$ cat src/rtl/hyp_s2_pkg.sv
// Shared types and fixed shift-term tables for the stage-2 hyperbolic rotation.
// The tables are only valid for FRAC = 12.
package hyp_s2_pkg;

    localparam int NTERMS       = 4;
    localparam int FRAC_DEFAULT = 12;

    typedef enum logic [1:0] {
        BYPASS = 2'd0,
        A0125  = 2'd1,
        A025   = 2'd2,
        A05    = 2'd3
    } mode_e;

    // Each row is {term3, term2, term1, term0}; every term is a right-shift amount.
    typedef logic [NTERMS-1:0][3:0] shift_row_t;
    typedef logic [NTERMS-1:0]      mask_t;

    localparam shift_row_t C_SHIFT [4] = '{
        {4'd0, 4'd0,  4'd0, 4'd0},
        {4'd0, 4'd0,  4'd7, 4'd0},
        {4'd0, 4'd13, 4'd5, 4'd0},
        {4'd0, 4'd9,  4'd3, 4'd0}
    };
    localparam mask_t C_MASK [4] = '{4'b0001, 4'b0011, 4'b0111, 4'b0111};

    localparam shift_row_t S_SHIFT [4] = '{
        {4'd0,  4'd0,  4'd0,  4'd0},
        {4'd0,  4'd0,  4'd12, 4'd3},
        {4'd0,  4'd11, 4'd9,  4'd2},
        {4'd10, 4'd8,  4'd6,  4'd1}
    };
    localparam mask_t S_MASK [4] = '{4'b0000, 4'b0011, 4'b0111, 4'b1111};

endpackage

$ cat src/rtl/hyp_shift_sum.sv
// Multiplier-free coefficient product: sums up to NTERMS arithmetic-shifted copies
// of one operand, selecting the cosh or sinh term table for the given mode.
module hyp_shift_sum
    import hyp_s2_pkg::*;
#(
    parameter int DWIDTH  = 16,
    parameter bit IS_SINH = 1'b0
) (
    input  logic signed [DWIDTH-1:0] operand,
    input  mode_e                    mode,
    output logic signed [DWIDTH+1:0] sum
);

    shift_row_t               shifts_s;
    mask_t                    mask_s;
    logic signed [DWIDTH+1:0] ext_s;

    // Table lookup and sign extension of the operand
    always_comb begin
        if (IS_SINH) begin
            shifts_s = S_SHIFT[mode];
            mask_s   = S_MASK[mode];
        end else begin
            shifts_s = C_SHIFT[mode];
            mask_s   = C_MASK[mode];
        end
        ext_s = {{2{operand[DWIDTH-1]}}, operand};
    end

    // Each term is truncated on its own before summing
    always_comb begin
        sum = {(DWIDTH+2){1'b0}};
        for (int i = 0; i < NTERMS; i++) begin
            if (mask_s[i]) begin
                sum = sum + (ext_s >>> shifts_s[i]);
            end else begin
                sum = sum;
            end
        end
    end

endmodule

$ cat src/rtl/s2_hyp_rotate_pipe.sv
// Three-stage valid/ready pipeline applying a fixed-angle hyperbolic rotation
// to (x, y): S1 captures operands, S2 registers the four shift-sum products, S3 combines and clips.
module s2_hyp_rotate_pipe
    import hyp_s2_pkg::*;
#(
    parameter int DWIDTH = 16,
    parameter int FRAC   = 12,
    parameter int SAT_EN = 1
) (
    input  logic              clk,
    input  logic              rst_n,
    input  logic              iValid,
    output logic              iReady,
    input  logic [DWIDTH-1:0] iX,
    input  logic [DWIDTH-1:0] iY,
    input  logic [1:0]        iMode,
    input  logic              iDir,
    output logic              oValid,
    input  logic              oReady,
    output logic [DWIDTH-1:0] oX,
    output logic [DWIDTH-1:0] oY,
    output logic              oSat
);

    localparam int SW = DWIDTH + 2;
    localparam int RW = DWIDTH + 3;
    localparam logic signed [RW-1:0] MAXV = {{4{1'b0}}, {(DWIDTH-1){1'b1}}};
    localparam logic signed [RW-1:0] MINV = {{4{1'b1}}, {(DWIDTH-1){1'b0}}};

    if (FRAC != FRAC_DEFAULT) begin : g_frac_check
        $error("s2_hyp_rotate_pipe: coefficient tables only support FRAC = 12");
    end

    // Returns {clipped, value}; clipping only happens when saturation is enabled
    function automatic logic [DWIDTH:0] clip_fn(input logic signed [RW-1:0] v);
        if ((SAT_EN != 32'sd0) && (v > MAXV)) begin
            clip_fn = {1'b1, 1'b0, {(DWIDTH-1){1'b1}}};
        end else if ((SAT_EN != 32'sd0) && (v < MINV)) begin
            clip_fn = {1'b1, 1'b1, {(DWIDTH-1){1'b0}}};
        end else begin
            clip_fn = {1'b0, v[DWIDTH-1:0]};
        end
    endfunction

    logic                     ld1_s, ld2_s, ld3_s;
    logic                     v1_r, v2_r;
    logic signed [DWIDTH-1:0] x1_r, y1_r;
    mode_e                    mode1_r;
    logic                     dir1_r, dir2_r;
    logic signed [SW-1:0]     cx_s, cy_s, sx_s, sy_s;
    logic signed [SW-1:0]     cx2_r, cy2_r, sx2_r, sy2_r;
    logic signed [RW-1:0]     cxe_s, cye_s, sxe_s, sye_s, xw_s, yw_s;
    logic [DWIDTH:0]          xclip_s, yclip_s;

    // A stage may load when it is empty or its successor is loading
    assign ld3_s  = !oValid || oReady;
    assign ld2_s  = !v2_r || ld3_s;
    assign ld1_s  = !v1_r || ld2_s;
    assign iReady = ld1_s;

    // S1: capture operands and per-sample mode/direction
    always_ff @(posedge clk or negedge rst_n) begin
        if (!rst_n) begin
            v1_r    <= 1'b0;
            x1_r    <= {DWIDTH{1'b0}};
            y1_r    <= {DWIDTH{1'b0}};
            mode1_r <= BYPASS;
            dir1_r  <= 1'b0;
        end else if (ld1_s) begin
            v1_r <= iValid;
            if (iValid) begin
                x1_r    <= iX;
                y1_r    <= iY;
                mode1_r <= mode_e'(iMode);
                dir1_r  <= iDir;
            end
        end
    end

    hyp_shift_sum #(.DWIDTH(DWIDTH), .IS_SINH(1'b0)) u_cx (.operand(x1_r), .mode(mode1_r), .sum(cx_s));
    hyp_shift_sum #(.DWIDTH(DWIDTH), .IS_SINH(1'b0)) u_cy (.operand(y1_r), .mode(mode1_r), .sum(cy_s));
    hyp_shift_sum #(.DWIDTH(DWIDTH), .IS_SINH(1'b1)) u_sx (.operand(x1_r), .mode(mode1_r), .sum(sx_s));
    hyp_shift_sum #(.DWIDTH(DWIDTH), .IS_SINH(1'b1)) u_sy (.operand(y1_r), .mode(mode1_r), .sum(sy_s));

    // S2: register the four partial products
    always_ff @(posedge clk or negedge rst_n) begin
        if (!rst_n) begin
            v2_r   <= 1'b0;
            cx2_r  <= {SW{1'b0}};
            cy2_r  <= {SW{1'b0}};
            sx2_r  <= {SW{1'b0}};
            sy2_r  <= {SW{1'b0}};
            dir2_r <= 1'b0;
        end else if (ld2_s) begin
            v2_r <= v1_r;
            if (v1_r) begin
                cx2_r  <= cx_s;
                cy2_r  <= cy_s;
                sx2_r  <= sx_s;
                sy2_r  <= sy_s;
                dir2_r <= dir1_r;
            end
        end
    end

    // S3 datapath: cross-combine products and clip to the output range
    always_comb begin
        cxe_s = RW'(cx2_r);
        cye_s = RW'(cy2_r);
        sxe_s = RW'(sx2_r);
        sye_s = RW'(sy2_r);
        if (dir2_r) begin
            xw_s = cxe_s - sye_s;
            yw_s = cye_s - sxe_s;
        end else begin
            xw_s = cxe_s + sye_s;
            yw_s = cye_s + sxe_s;
        end
        xclip_s = clip_fn(xw_s);
        yclip_s = clip_fn(yw_s);
    end

    // S3: registered outputs, held while downstream stalls
    always_ff @(posedge clk or negedge rst_n) begin
        if (!rst_n) begin
            oValid <= 1'b0;
            oX     <= {DWIDTH{1'b0}};
            oY     <= {DWIDTH{1'b0}};
            oSat   <= 1'b0;
        end else if (ld3_s) begin
            oValid <= v2_r;
            if (v2_r) begin
                oX   <= xclip_s[DWIDTH-1:0];
                oY   <= yclip_s[DWIDTH-1:0];
                oSat <= xclip_s[DWIDTH] | yclip_s[DWIDTH];
            end
        end
    end

endmodule

$ cat config.mk
export PLATFORM = sky130hd
export DESIGN_NAME = s2_hyp_rotate_pipe
export DESIGN_NICKNAME = d
export VERILOG_FILES = /design/src/rtl/hyp_s2_pkg.sv /design/src/rtl/hyp_shift_sum.sv /design/src/rtl/s2_hyp_rotate_pipe.sv
export SDC_FILE = /design/constraint.sdc
export NUM_CORES = 1
export LEC_CHECK = 0
export ABC_AREA = 1
export CAP_MARGIN = 20
export CORE_MARGIN = 2
export CORE_UTILIZATION = 30
export DETAILED_ROUTE_END_ITERATION = 6
export PLACE_DENSITY = 0.44
export SLEW_MARGIN = 40
export SYNTH_ARGS = -nofsm -noshare
export SYNTH_HDL_FRONTEND = slang
export SYNTH_SLANG_ARGS = --single-unit
$ cat constraint.sdc
create_clock -name clk -period 6.75 [get_ports clk]
set_input_delay 1.0125 -clock clk [delete_from_list [all_inputs] [get_ports clk]]
set_output_delay 1.0125 -clock clk [all_outputs]
set_load 0.01 [all_outputs]
==> results of run 1 <==
## registers in the layout, summed over array words and instances (netlist names), 2 cells and up
name,count
cx2_r,18
cy2_r,18
sx2_r,18
sy2_r,18
oX,16
oY,16
x1_r,16
y1_r,16
mode1_r,2
## worst min-delay path by stage
stage | from | to | slack, ns
5_1_grt | rst_n | oY[9] | 0.50
6_report | rst_n | oY[9] | 0.48
3_5_place_dp | v2_r | oValid | 0.46
2_1_floorplan | v2_r | oValid | 0.45
3_3_place_gp | v2_r | oValid | 0.46
4_1_cts | rst_n | oY[9] | 0.46
## metal layers
| layer | global-route usage (%) | share of wire, % | wire length (um) | up-vias |
|---|---|---|---|---|
| met2 | 37.9 | 43 | 40200 | 711 |
| li1 | - | - | - | 13000 |
| met1 | 36.7 | 50 | 46900 | 11700 |
| met4 | 4.11 | 1.2 | 1130 | 0 |
| met3 | 2.88 | 5.3 | 4990 | 64 |
| met5 | 0 | 0 | 0 | - |
## Yosys cell counts (7+ instances only)
cell	count
o21ai_1	7
or2_2	18
inv_1	386
nand4_1	36
a21oi_1	354
o22ai_1	20
buf_2	8
o21bai_1	19
clkbuf_1	109
o211ai_1	20
a21boi_0	7
ha_1	202
nor3_1	27
xnor2_1	48
a21o_1	24
o21a_1	7
nor2_1	403
o21ai_0	443
fa_1	12
buf_1	30
o31ai_1	7
nand2_1	1033
xor2_1	69
nand3_1	260
dfrtp_1	144
nand3b_1	18
a31oi_1	18
mux2i_1	11
inv_2	7
## per-stage QoR
| stage | instance area [um^2] | setup TNS [ns] | instances | utilization [%] |
|---|---|---|---|---|
| finish | 26300 | 0 | 4973 | 36.0 |
| global route | 26300 | -0.0144 | 4973 | 36.0 |
| CTS | 26100 | 0 | 4968 | 35.8 |
| detailed placement | 25500 | 0 | 4936 | 34.9 |
| global placement | 25500 | 0 | 4936 | 34.9 |
| floorplan | 22100 | 0 | 3793 | - |
## cells by family (layout without fill, tap and decap cells)
group	Yosys count	in the layout	share of synthesized area, %
mux	11	11	0.498
simple gates	1822	1822	33.9
flops	144	144	16.3
xor+xnor	117	117	4.64
buf+inv	547	768	9.44
fa+ha+maj	214	214	12.5
compound gates	938	938	22.7
## layout make-up
cell class / count / area, um^2 / share of cell area (%)
inverter: 397 / 1500 / 5.72
timing repair buffer: 339 / 2840 / 10.8
sequential: 144 / 3610 / 13.7
multi-input combinational: 3102 / 16500 / 62.9
tap: 959 / 1200 / 4.57
clock buffer: 19 / 453 / 1.72
clock inverter: 13 / 146 / 0.557
## timing repair
item                                    4_1_cts  5_1_grt
buffers inserted                              0        4
resized for setup                             0       43
endpoints found under the hold margin         0        0
endpoints found under the setup margin        0       21
==> impl_metrics.tcl, run 1 <==
set metrics [dict create \
    grt_max_degree 76 \
    rr_endpoint "sx2_r[17]" \
    grt_usage_pct 24.5 \
    antenna_found_initial 0 \
    final_common_cell "nand2_1" \
    skew_ns 0.0235 \
    synth_area_leader_cell "nand2_1" \
    post_drt_wl_per_cell_um 18.8 \
    worst_slack_ns 0.450 \
    synth_nets 4046 \
    reg2reg_slack_ns 0.45 \
    critPathCapture "sx2_r[17]" \
    vias 25500 \
    drt-vias-per-instance 5.13 \
    whs_ns 0.479 \
    dp_hpwl_mm 74.8 \
    synth.area.top_cells "nand2_1 (18%), dfrtp_1 (16%), ha_1 (11%)" \
    die_w_um 275 \
    syn_inst 3793 \
    portBuffers 73 \
    rr_worst_depth 38 \
    syn_area_per_cell_um2 5.83 \
    min_period_ns 6.30 \
    post-route-drc-count 0 \
    cp_slowest_cell "dfrtp_4" \
    fp-row-count 99 \
    final_cell_mix "nand2_1 (1,031), o21ai_0 (428), nor2_1 (398), inv_1 (385), a21oi_1 (350)" \
    cts-root-buf "clkbuf_16" \
    cp_num_buf_inv 5 \
    cts_buffers 17 \
    die-area_mm2 0.0759 \
    worst_pin_slew_ns 0.835 \
    min_period_over_period_pct 93.3 \
    cts_hold_buffers 0 \
    grt_pass1_wl_mm 144 \
    endpoint_kind "register" \
    first_pass_iters 6 \
    r2r-start "mode1_r[1]" \
    clock_path_buffers 2 \
    drv_cap 0 \
    required_ns 7.12 \
    maxSlewViolCount 0 \
    status "completed" \
    syn_area_mm2 0.0221 \
    synth_edf_count 0 \
    yosys_warnings 0 \
    start_kind "register" \
    fmax_ghz 0.159 \
    clock_latency_ns 0.49 \
    cp_max_fo 26 \
    grt_overflow 0 \
    cpPeakStageDelay_ns 0.55 \
    synthArstFlopShare_pct 100 \
    drt_iter0_markers 2283 \
    synth-seq-area-share_pct 16.3 \
    critPathMostFrequentCell "nand2_1" \
    initial_utilization_pct 30.3 \
    ys_types 50 \
    wl_mm 93.3 \
    die_y_um 275 \
    hold_viol 0 \
    yosysTopAreaCellShare_pct 17.5 \
    slew-limit-headroom_pct 44.2 \
    core_mm2 0.0730 \
    nets 4254 \
    gp_congestion 0.913 \
    ys_seq_elements 144 \
    crit_family "simple AND/OR/NAND/NOR gates" \
    top_level_ports 74 \
    area_growth_syn_to_layout_pct 18.9 \
    arrival_ns 6.67 \
    drive_gt1_share_pct 9.24 \
    pre_cts_ws_ns 0.170 \
    startpoint "mode1_r[1]" \
    num_antenna_cells 0 \
    htree_levels 4 \
    clkTransAtPathRegs_ns 0.07 \
    tritoncts "yes" \
    setup_viol 0 \
    worst-setup-path-type "register to register" \
    grt_pass1_vias 23900 \
    synth_ff_type "dfrtp_1" \
    numClockSinks 144 \
    fillers 8233 \
    path_depth 38 \
    ant_nets 0 \
    hp-class "input pin to asynchronous set/reset pin" \
]
Power of run 1 is left out: the tool's default activity adds up to more than one toggle a clock period on the data nets, which glitch-free logic cannot reach.
==> run 2: changes to the inputs <==
- DONT_BUFFER_PORTS: unset -> 1
- PLACE_DENSITY: 0.44 -> 0.42
- clock period: 6.75 -> 6.5 ns (I/O delays scaled with it)
==> run 2 against run 1 <==
The run now ends with design-rule violations left. Clock skew decreased by 0.0040 ns. First-iteration DRC count fell by 14%. Critical path type unchanged. Highest routed layer is now met5. Final cell count fell by 1.0%. Critical endpoint is now sx2_r[13].
==> impl_metrics.tcl, run 2 (same netlist as run 1, synthesis figures left out) <==
set metrics [dict create \
    gp_congestion 0.954 \
    critPathCapture "sx2_r[13]" \
    r2r-start "mode1_r[1]" \
    antenna_found_initial 3 \
    required_ns 6.92 \
    die_w_um 275 \
    met2WireLength_mm 39.6 \
    arrival_ns 6.49 \
    die_y_um 275 \
    critPathMostFrequentCell "nand2_1" \
    endpoint_kind "register" \
    ant_nets 0 \
    post-route-drc-count 4 \
    tritoncts "yes" \
    worst-setup-path-type "register to register" \
    maxSlewViolCount 0 \
    drv_cap 0 \
    grt_overflow 0 \
    cp_slowest_cell "dfrtp_4" \
    place_inst 4878 \
    final.setup.tns_ns 0 \
    drt-vias-per-instance 5.13 \
    worst_pin_slew_ns 0.774 \
    clock_path_buffers 2 \
    rsz0062_at_grt "true" \
    hold_viol 0 \
    drt-met1-wl_mm 47.3 \
    start_kind "register" \
    min_period_ns 6.07 \
    final_common_cell "nand2_1" \
    die-area_mm2 0.0759 \
    rr_worst_depth 37 \
    cts_hold_buffers 0 \
    drt_iter0_markers 1953 \
    cpPeakStageDelay_ns 0.49 \
    hp-class "input pin to asynchronous set/reset pin" \
    fp-row-count 99 \
    area_growth_syn_to_layout_pct 17.5 \
    wl_mm 95.0 \
    fmax_ghz 0.165 \
    cts_buffers 17 \
    startpoint "mode1_r[1]" \
    cts-root-buf "clkbuf_16" \
    initial_utilization_pct 30.3 \
    grt_usage_pct 25.0 \
    whs_ns 0.162 \
    final_cell_mix "nand2_1 (1,024), o21ai_0 (399), nor2_1 (394), inv_1 (385), a21oi_1 (341)" \
    reg2reg_slack_ns 0.43 \
    rr_endpoint "sx2_r[13]" \
    dp_hpwl_mm 76.0 \
    setup_viol 0 \
    min_period_over_period_pct 93.4 \
    topRoutingLayerUsed "met5" \
    clock_latency_ns 0.50 \
    htree_levels 4 \
    cp_max_fo 28 \
    drive_gt1_share_pct 11.2 \
    nets 4203 \
    grt_pass1_wl_mm 145 \
    numClockSinks 144 \
    first_pass_iters 7 \
    clkTransAtPathRegs_ns 0.08 \
    stdcell_count 4923 \
    post_drt_wl_per_cell_um 19.3 \
    wl_met3_mm 6.00 \
    grt_pass1_vias 23900 \
    slew-limit-headroom_pct 47.9 \
    core_mm2 0.0730 \
    skew_ns 0.0195 \
    grt_max_degree 145 \
    vias 25200 \
    status "complete, but fails checks" \
    portBuffers 0 \
    top_level_ports 74 \
    violations "design-rule violations" \
]
## run 2: cell types whose count changed in the layout (fill, tap and decap cells not counted), moves of 7 or more
cell	delta
nand2_1	-7
o21ai_2	+14
o21ai_0	-29
o21ai_1	+14
nand2_2	+7
a21oi_1	-9
a21oi_2	+9
ha_1	-10
clkdlybuf4s50_1	-72
buf_4	+21
## run 2: how the worst min path moves through the flow
| stage | startpoint | end | slack, ns | cells past startpoint |
|---|---|---|---|---|
| 3_3_place_gp | v2_r | oValid | 0.46 | 2 |
| 4_1_cts | rst_n | oY[8] | 0.13 | 0 |
| 5_1_grt | rst_n | oY[6] | 0.14 | 0 |
| 6_report | rst_n | oY[8] | 0.16 | 0 |
| 3_5_place_dp | v2_r | oValid | 0.47 | 2 |
| 2_1_floorplan | v2_r | oValid | 0.45 | 2 |
## run 2: repair_timing
action	in CTS	in global routing
endpoints found under the hold margin	0	0
setup endpoints to repair	0	23
buffers inserted	0	10
gates resized for setup	0	125
## run 2: metrics by stage
stage / area (um^2) / worst slack (ns) / utilization [%]
2_1_floorplan: 22100 / 0.0706 / -
3_3_place_gp: 24900 / -0.00796 / 34.1
3_5_place_dp: 24900 / 0.0477 / 34.1
4_1_cts: 25500 / 0.0183 / 34.9
5_1_grt: 26000 / -0.0153 / 35.6
6_report: 26000 / 0.429 / 35.6
## run 2: layout make-up
| class | count | area [um^2] |
|---|---|---|
| fillers | 8280 | 47000 |
| multi-input cells | 3102 | 16700 |
| flip-flops and latches | 144 | 3610 |
| repair buffers | 288 | 2300 |
| inverters | 397 | 1500 |
| well taps | 959 | 1200 |
| clock buffers | 17 | 425 |
| clock inverters | 15 | 195 |
| diodes | 1 | 2.50 |
## run 2: per-layer routing
metal | vias to the layer above | GRT usage (%)
li1 | 12900 | -
met1 | 11500 | 36.9
met2 | 706 | 37.3
met3 | 99 | 4.01
met4 | 6 | 6.44
met5 | - | 0
## run 2: critical path, delay by kind of cell, from the launching register on
family                   cells  cell delay [ns]
buffers and inverters        5             0.73
AO/OA/AOI/OAI                8             1.27
flip-flops                   1             0.49
AND/OR/NAND/NOR             19             1.91
adder cells (fa/ha/maj)      5             1.53
Power of run 2 is left out for the same reason.
